===== src/rtl/gpio_pkg.sv =====
// gpio_pkg: register offsets and edge-mode encodings shared by the GPIO controller
package gpio_pkg;
  localparam logic [1:0] REG_GPI = 2'd0;
  localparam logic [1:0] REG_GPO = 2'd1;
  localparam logic [1:0] REG_IE  = 2'd2;
  localparam logic [1:0] REG_IS  = 2'd3;
  localparam int EDGE_RISE = 0;
  localparam int EDGE_FALL = 1;
  localparam int EDGE_BOTH = 2;
endpackage


===== src/rtl/gpio_chan.sv =====
// gpio_chan: one channel's input synchroniser, edge detector and GPO/IE/IS registers
module gpio_chan
  import gpio_pkg::*;
#(
  parameter int            DW        = 32,
  parameter int            EDGE_MODE = EDGE_BOTH,
  parameter logic [DW-1:0] GPO_RST   = '0
) (
  input  logic          clk_i,
  input  logic          rst_ni,
  input  logic          we_i,
  input  logic [1:0]    reg_i,
  input  logic [DW-1:0] wd_i,
  input  logic [DW-1:0] gpi_i,
  input  logic          evt_en_i,
  output logic [DW-1:0] rd_o,
  output logic [DW-1:0] gpo_o,
  output logic          irq_o
);
  logic [DW-1:0] s1_q, s2_q, prev_q, gpo_q, gpo_d, ie_q, ie_d, is_q, is_d;
  logic [DW-1:0] rise, fall, evt;
  always_comb begin
    rise  = s2_q & ~prev_q;
    fall  = ~s2_q & prev_q;
    evt   = evt_en_i ? (EDGE_MODE == EDGE_RISE ? rise : EDGE_MODE == EDGE_FALL ? fall : rise | fall) : '0;
    gpo_d = (we_i && reg_i == REG_GPO) ? wd_i : gpo_q;
    ie_d  = (we_i && reg_i == REG_IE) ? wd_i : ie_q;
    // a fresh event outranks a simultaneous write-1-to-clear of the same bit
    is_d  = evt | (is_q & ~((we_i && reg_i == REG_IS) ? wd_i : '0));
  end
  always_ff @(posedge clk_i or negedge rst_ni) begin
    if (!rst_ni) begin
      s1_q   <= '0;
      s2_q   <= '0;
      prev_q <= '0;
      gpo_q  <= GPO_RST;
      ie_q   <= '0;
      is_q   <= '0;
    end else begin
      s1_q   <= gpi_i;
      s2_q   <= s1_q;
      prev_q <= s2_q;
      gpo_q  <= gpo_d;
      ie_q   <= ie_d;
      is_q   <= is_d;
    end
  end
  assign rd_o  = reg_i == REG_GPI ? s2_q : reg_i == REG_GPO ? gpo_q : reg_i == REG_IE ? ie_q : is_q;
  assign gpo_o = gpo_q;
  assign irq_o = |(is_q & ie_q);
endmodule


===== src/rtl/gpio_ctrl.sv =====
// gpio_ctrl: memory-mapped multi-channel GPIO with synchronised inputs,
// edge-triggered sticky interrupt status and a registered IRQ line
module gpio_ctrl
  import gpio_pkg::*;
#(
  parameter int            DW        = 32,
  parameter int            NCH       = 2,
  parameter int            AW        = $clog2(NCH) + 2,
  parameter int            EDGE_MODE = EDGE_BOTH,
  parameter logic [DW-1:0] GPO_RST   = '0
) (
  input  logic              CLK,
  input  logic              RST_N,
  input  logic              WE,
  input  logic [AW-1:0]     A,
  input  logic [DW-1:0]     WD,
  output logic [DW-1:0]     RD,
  input  logic [NCH*DW-1:0] GPI,
  output logic [NCH*DW-1:0] GPO,
  output logic              IRQ
);
  logic [AW-1:0]  ch;
  logic [1:0]     cnt_q, cnt_d;
  logic           irq_q, irq_d;
  logic [NCH-1:0] irq_v;
  logic [DW-1:0]  rd_v [NCH];
  assign ch = A >> 2;
  for (genvar g = 0; g < NCH; g++) begin : g_chan
    gpio_chan #(
      .DW       (DW),
      .EDGE_MODE(EDGE_MODE),
      .GPO_RST  (GPO_RST)
    ) u_chan (
      .clk_i   (CLK),
      .rst_ni  (RST_N),
      .we_i    (WE && ch == AW'(g)),
      .reg_i   (A[1:0]),
      .wd_i    (WD),
      .gpi_i   (GPI[g*DW +: DW]),
      .evt_en_i(cnt_q == 2'd3),
      .rd_o    (rd_v[g]),
      .gpo_o   (GPO[g*DW +: DW]),
      .irq_o   (irq_v[g])
    );
  end
  // warm-up keeps inputs already high at reset release from posting events
  always_comb begin
    cnt_d = cnt_q == 2'd3 ? cnt_q : cnt_q + 2'd1;
    irq_d = |irq_v;
    RD    = '0;
    for (int c = 0; c < NCH; c++) RD = ch == AW'(c) ? rd_v[c] : RD;
  end
  always_ff @(posedge CLK or negedge RST_N) begin
    if (!RST_N) begin
      cnt_q <= '0;
      irq_q <= 1'b0;
    end else begin
      cnt_q <= cnt_d;
      irq_q <= irq_d;
    end
  end
  assign IRQ = irq_q;
endmodule

===== config.mk =====
export PLATFORM = sky130hd
export DESIGN_NAME = gpio_ctrl
export DESIGN_NICKNAME = d
export VERILOG_FILES = /design/src/rtl/gpio_pkg.sv /design/src/rtl/gpio_chan.sv /design/src/rtl/gpio_ctrl.sv
export SDC_FILE = /design/constraint.sdc
export NUM_CORES = 1
export LEC_CHECK = 0
export CAP_MARGIN = 0
export CORE_MARGIN = 2
export CORE_UTILIZATION = 65
export DETAILED_ROUTE_END_ITERATION = 10
export DONT_BUFFER_PORTS = 1
export HOLD_SLACK_MARGIN = 0.15
export PLACE_DENSITY = 0.87
export SETUP_SLACK_MARGIN = 0.05
export SLEW_MARGIN = 0
export SYNTH_ARGS = -nofsm -noshare
export SYNTH_HDL_FRONTEND = slang
export SYNTH_HIERARCHICAL = 1
export SYNTH_SLANG_ARGS = --single-unit

===== constraint.sdc =====
create_clock -name CLK -period 5.6 [get_ports CLK]
set_input_delay 1.12 -clock CLK [delete_from_list [all_inputs] [get_ports CLK]]
set_output_delay 1.12 -clock CLK [all_outputs]
set_load 0.01 [all_outputs]

======== Yosys cells after proc, flatten, opt, wreduce, memory -nomap -nowiden ========
Cells that the tools add are included.
word-level totals
  register bits after elaboration ......... 387
  output and inout bits ................... 97
  word-level logic and storage cells ...... 60
operators by class
  add/sub/neg operators ................... 1
  equality and inequality tests ........... 4
  mux-type cells .......................... 12
  bitwise operators ....................... 18
  reduce and logical (&&, ||, !) cells .... 11
operators by type and width
  operator                                              number
  two-way mux 32 bit                                    12
  AND 32 bit                                            8
  NOT 32 bit                                            6
  bitwise OR 32 bit                                     4
  OR reduction 64 bit                                   1
  logical AND 1 bit                                     8
  equality test 2 bit (second input constant)           3
  logical NOT 3 bit                                     1
  adder 2 x 1 -> 2 bit (second input constant)          1
  equality test 2 x 1 -> 1 bit (second input constant)  1
  logical NOT 2 bit                                     1

======== Logic depth before layout (Yosys ltp) ========
Gate-level depths: netlist of the first run.
  depth in word-level cells ............... 7
  gate-level depth with buffers ........... 8
  depth with buffers taken out ............ 4

======== Hierarchy ========
Netlist of the first run, hierarchy kept.
by module, submodules not included
  module     times used  cells an instance  area each (um2)
  gpio_chan  2           429                7,317.0
  gpio_ctrl  1           46                 670.6

======== Worst setup path before layout of the first run ========
OpenSTA, ideal clock, no wires.
  path type ............................... input port to output port
  start point ............................. input port A[0]
  end point ............................... output port RD[23]
  arrival time ............................ 2,266 ps
  slack ................................... 2,214 ps
  cell stages on the path ................. 4
  cells stage by stage .................... buf_4 > buf_4 > mux4_2 > mux2_2
RTL lines
  item                line             RTL
  start: declaration  gpio_ctrl.sv:15  input logic [AW-1:0] A,
  end: declaration    gpio_ctrl.sv:17  output logic [DW-1:0] RD,

======== Worst setup path in the final report of the first run ========
  start point ............................. input port A[0]
  end point ............................... output port RD[3]
on the way
  word-level cells in the longest chain between the ends .. 6
ends and longest elaborated chain
  item                             line             RTL
  equality test 2 bit              gpio_chan.sv:48  assign rd_o = reg_i == REG_GPI ? s2_q : reg_i == REG_GPO ? gpo_q : reg_i == REG_IE ? ie_q : is_q;
  two-way mux 32 bit (3 in a row)  gpio_chan.sv:48
  two-way mux 32 bit               gpio_ctrl.sv:51  for (int c = 0; c < NCH; c++) RD = ch == AW'(c) ? rd_v[c] : RD;
  two-way mux 32 bit *             gpio_ctrl.sv:51
Every way passes the cells marked *; elsewhere a longest branch is shown, timed or not.

==> results.toml, run 1 <==
[outcome]
outcome = "completed"

[yosys]
synth_cell_types = 23
yosys.area.top_type = "dfrtp_1"
synth_area_per_cell_um2 = 16.9
synth.net_count = 1008
yosys_warnings = 6
ys_ff_latch = 387
ys_top_cells_by_area = "dfrtp_1 (63%), mux4_2 (9.4%), mux2_2 (8.9%)"
seq_area_frac_synth_pct = 63.3
synth_cells = 904
post-synth-top-area-fraction_pct = 63.3
synthesis.area_um2 = 15300

[finish]
layout_commonest_cell = "dfrtp_1"
nets = 1007
drive_above_1_share_pct = 30.8
syn_to_final_growth_pct = 9.05
final_cell_mix = "dfrtp_1 (387), mux2_2 (121)"
final_core_util_pct = 71.7
instances_no_fill = 1253

[pwr]
power_leakage_uw = 0.00694
cellPowerDensity_nw_per_um2 = 410
ir_drop_mv = 0.348

[drt]
wl_mm = 34.9
vias = 8193
drc = 0
routedWlPerCell_um = 27.8
drtIter0Drc = 675
final_antenna_net_count = 0
dr.pass1.iters = 5
viasPerCell = 6.54

[critical_path]
cpMaxStageDelayCell = "mux4_2"
path_max_fanout = 70
crit_family = "multiplexers"
crit_chain = "mux4_2, mux2_4"
critPathBufInv = 0
cp-start-kind = "input port"
worstPathArrival_ns = 2.05
critPathRequiredTime_ns = 4.48
endpoint_kind = "output port"
slowest_delay_ns = 0.53
crit_type = "input port to output port"

[clocking]
cts_tree = "yes"
cts.path.max_buffers = 3
post-cts-setup-buffers = 0
ctsHoldBuffers = 0
cts_htree_levels = 2
cts_buffers = 40
cts-root-buf = "clkbuf_16"
clk_pin_slew_worst_paths_ns = 0.06
clock_latency_ns = 0.53
cts.sinks = 387
cts_repair_resize_count = 0

[floorplan]
core_um2 = 23300
start_util_pct = 65.8
io_pins = 199
die_x_um = 157
die_area_um2 = 24800
rows = 56
die_h_um = 157

[placement]
portBuffers = 0
hpwl_mm = 21.3
pre_cts_slack_ns = 2.53
dp_cells = 1180
place.gp.congestion = 0.825

[sta]
finalSetupTns_ns = 0
hold_viol_final = 0
final-setup-viol-count = 0
final_max_slew_viol_count = 0
max_slew.worst_pin.slew_ns = 0.737
fin_skew_ns = 0.0147
fmax_ghz = 0.316
rsz0062_at_grt = "false"
maxSlewHeadroom_pct = 50.9
postLayoutSetupSlackWorst_ns = 2.43
period_share_pct = 56.5
layout_min_cycle_time_ns = 3.17

[global_route]
gr-total-overflow = 0
grt_pass1_wl_mm = 52.7
grt_antenna_before_repair = 2
grtUsageTotal_pct = 28.9
grt_max_degree = 388
grt_pass1_vias = 8786

[flow_run]
cap_violations = 0

[worst_hold_path]
hold_class = "input port to async pin"
-- final timing paths --
check	cells past startpoint	end	start	slack, ns
worst max-delay path	2	RD[3]	A[0]	2.43
worst min-delay path	0	g_chan[0].u_chan/s2_q[24]$_DFF_PN0_	RST_N	0.30
worst max register to register	4	IRQ$_DFF_PN0_	g_chan[0].u_chan/ie_q[12]$_DFFE_PN0P_	3.72
worst min register to register	0	g_chan[0].u_chan/s2_q[5]$_DFF_PN0_	g_chan[0].u_chan/s1_q[5]$_DFF_PN0_	0.34
max in group asynchronous	0	g_chan[1].u_chan/prev_q[5]$_DFF_PN0_	RST_N	4.82
min in group CLK	0	g_chan[0].u_chan/s2_q[5]$_DFF_PN0_	g_chan[0].u_chan/s1_q[5]$_DFF_PN0_	0.34
-- through the flow --
step | hold WS, ns | area (um2) | power (uW)
final | 0.303 | 16700 | 6850
after CTS | 0.281 | 16700 | 6880
after global placement | 0.331 | 15300 | 4020
after global routing | 0.280 | 16700 | 7060
after detailed placement | 0.335 | 15300 | 4070
after floorplan | 0.331 | 15300 | 3890
-- layout make-up --
class                           count  area (um2)
Clock inverter                     20         300
Clock buffer                       52        1110
Fill cell                        1436        6570
Antenna cell                        1        2.50
Multi-Input combinational cell    471        5170
Tap cell                          319         399
Timing Repair Buffer                3        22.5
Sequential cell                   387        9680
-- Yosys cell counts --
library cell  instances
a22o_1               64
buf_8                 1
nand4_1               8
nand3b_4              4
mux2_4               28
and2_1                1
or4_1                 2
mux2_1               12
dfrtp_1             387
nor2b_1               1
xor2_1               64
or2_2                 1
buf_12                2
a22oi_1              32
nand2_1              64
mux2_2              121
xnor2_1               1
buf_4                12
ha_1                  2
mux4_2               64
clkbuf_1              6
buf_6                25
and3_1                2
-- report_power, final --
group          switching (uW)  internal [uW]
registers                 333           3080
clock network            1090           1730
logic                     215            398
total                    1640           5210
-- routing by layer --
layer / GRT usage, % / wire [um] / vias to the layer above / share of wire (%)
met5: 0 / 13 / - / 0.037
met4: 9.74 / 964 / 2 / 2.8
met3: 6.44 / 2550 / 69 / 7.3
met2: 44.9 / 16600 / 373 / 47
met1: 41.1 / 14800 / 4420 / 42
li1: - / - / 3329 / -
-- cell families after synthesis --
group                    share of synthesized area, %
flip-flops                                       63.3
multiplexers                                     22.0
AO/OA/AOI/OAI                                    5.23
AND/OR/NAND/NOR                                  2.72
XOR/XNOR                                         3.72
buffers and inverters                            2.93
adder cells (fa/ha/maj)                         0.163
-- state kept, by name, summed over array words and instances (netlist names) --
register / flops
g_chan.u_chan/is_q: 64
IRQ: 1
cnt_q: 2
g_chan.u_chan/prev_q: 64
g_chan.u_chan/gpo_o: 64
g_chan.u_chan/s1_q: 64
g_chan.u_chan/s2_q: 64
g_chan.u_chan/ie_q: 64
(Power assumes the default switching activity.)
==> run 2, diff against run 1 <==
- CORE_UTILIZATION: 65 -> 63
- PLACE_DENSITY: 0.87 -> 0.85
- clock period: 5.6 -> 3.3 ns (I/O delays scaled with it)
==> run 2 against run 1 <==
Against the previous run: clock-buffer cell count is 2 lower; the flow now finishes with violations (negative hold slack); register-to-register slack worse by 2.4 ns; total power increased by 60%; routed wire length decreased by 1.8%; non-clock buffer count increased by 9; critical path depth is the same; clock power rose by 46%; first-iteration DRC count increased by 2.8%; sequential share of layout area is 0.31 points higher; die area up 3.1%; via count shrank 1.3%; final area fell by 0.52%.
==> results.toml, run 2 (synthesis gave the netlist of run 1 again) <==
[outcome]
outcome = "finished, violations left"
violations = "negative hold slack"

[global_route]
grt_antenna_before_repair = 3
grtUsageTotal_pct = 27.2
grt_max_degree = 388
grt_pass1_wl_mm = 52.7
grt_pass1_vias = 8701
gr-total-overflow = 0

[clocking]
cts.sinks = 387
clk_pin_slew_worst_paths_ns = 0.06
cts_tree = "yes"
cts.path.max_buffers = 3
cts_htree_levels = 2
cts_repair_resize_count = 0
clock_latency_ns = 0.52
cts-root-buf = "clkbuf_16"
cts_buffers = 39

[worst_hold_path]
hold_class = "input port to async pin"

[finish]
nets = 1015
final_cell_mix = "dfrtp_1 (387), mux2_2 (121)"
drive_above_1_share_pct = 30.5
layout_commonest_cell = "dfrtp_1"
syn_to_final_growth_pct = 8.48
instances_no_fill = 1264

[floorplan]
die_h_um = 160
core_um2 = 24100
die_area_um2 = 25600
rows = 57
die_x_um = 160
io_pins = 199
start_util_pct = 63.5

[drt]
drtIter0Drc = 694
viasPerCell = 6.40
routedWlPerCell_um = 27.1
vias = 8085
final_antenna_net_count = 0
drc = 0
wl_mm = 34.3
dr.pass1.iters = 7

[sta]
final_max_slew_viol_count = 0
layout_min_cycle_time_ns = 2.46
final-setup-viol-count = 0
rsz0062_at_grt = "false"
fin_skew_ns = 0.0168
fmax_ghz = 0.406
hold_viol_final = 345
hold-worst-slack_ns = -0.156
finalSetupTns_ns = 0
max_slew.worst_pin.slew_ns = 0.745
maxSlewHeadroom_pct = 50.4
period_share_pct = 74.7

[flow_run]
cap_violations = 0

[critical_path]
reg2reg_to = "IRQ$_DFF_PN0_"
endpoint_kind = "output port"
r2r_slack_ns = 1.33
reg2reg_from = "g_chan[0].u_chan/ie_q[24]$_DFFE_PN0P_"
crit_type = "register to output port"
r2r_cells = 4
path_max_fanout = 3
worstPathArrival_ns = 1.80
critPathRequiredTime_ns = 2.64
cp-start-kind = "register"

[placement]
hpwl_mm = 21.3
place.gp.congestion = 0.831
portBuffers = 0
dp_cells = 1186

[pwr]
power_leakage_uw = 0.00690
cellPowerDensity_nw_per_um2 = 661
finalPower_uw = 11000
ir_drop_mv = 0.547
run 2: cell types whose count changed in the layout (fill, tap and decap cells not counted):
| cell | change |
|---|---|
| inv_8 | -1 |
| buf_4 | -1 |
| buf_12 | +2 |
| clkinv_2 | +8 |
| clkbuf_1 | -2 |
| and3_2 | +1 |
| dlygate4sd3_1 | +8 |
| clkinvlp_4 | -2 |
| inv_6 | -3 |
| diode_2 | +2 |
| and3_1 | -1 |
| bufinv_16 | -7 |
| clkinv_4 | +2 |
run 2: metrics by stage:
step / utilization [%] / instance area (um2) / setup WS (ns) / hold WS [ns]
global placement: 63.6 / 15300 / 1.08 / 0.332
finish: 68.9 / 16600 / 0.835 / -0.156
floorplan: - / 15300 / 0.834 / 0.331
CTS: 68.8 / 16600 / 0.807 / -0.167
global route: 68.9 / 16600 / 0.802 / -0.169
detailed placement: 63.6 / 15300 / 1.03 / 0.335
run 2: worst max-delay path, cell delays in order (launching register included):
cell and delay [ns]:
dfrtp_1 0.46, mux4_2 0.50, mux2_2 0.33
run 2: worst max-delay path by stage:
stage | from | endpoint | slack, ns | depth (start not counted)
5_1_grt | g_chan[1].u_chan/gpo_o[31]$_DFFE_PN0P_ | RD[31] | 0.80 | 2
3_3_place_gp | WE | g_chan[0].u_chan/gpo_o[6]$_DFFE_PN0P_ | 1.08 | 3
4_1_cts | g_chan[1].u_chan/gpo_o[31]$_DFFE_PN0P_ | RD[31] | 0.81 | 2
2_1_floorplan | A[0] | RD[23] | 0.83 | 4
3_5_place_dp | A[2] | g_chan[1].u_chan/is_q[13]$_DFF_PN0_ | 1.03 | 5
6_report | g_chan[1].u_chan/gpo_o[31]$_DFFE_PN0P_ | RD[31] | 0.84 | 2
run 2: area by class of cell:
type,instances,area (um2)
Sequential cell,387,9680
Fill cell,1595,7500
Multi-Input combinational cell,471,5170
Clock buffer,50,1100
Tap cell,324,405
Timing Repair Buffer,12,135
Clock inverter,17,95.1
Antenna cell,3,7.51
run 2: power breakdown:
part | switching, uW | total (uW) | internal [uW]
combinational | 378 | 1060 | 684
sequential | 559 | 5790 | 5230
clock | 1770 | 4120 | 2350
run 2: what timing repair did:
item	4_1_cts	5_1_grt
endpoints found under the hold margin	393	389
hold buffers	6	2
setup buffers	0	0
run 2: per-layer routing:
| metal | routed length [um] | vias to the layer above | GRT usage [%] |
|---|---|---|---|
| met5 | 0 | - | 0 |
| met4 | 1150 | 0 | 10.8 |
| met3 | 2710 | 68 | 6.70 |
| met2 | 16300 | 351 | 42.4 |
| met1 | 14100 | 4329 | 37.8 |
| li1 | - | 3337 | - |
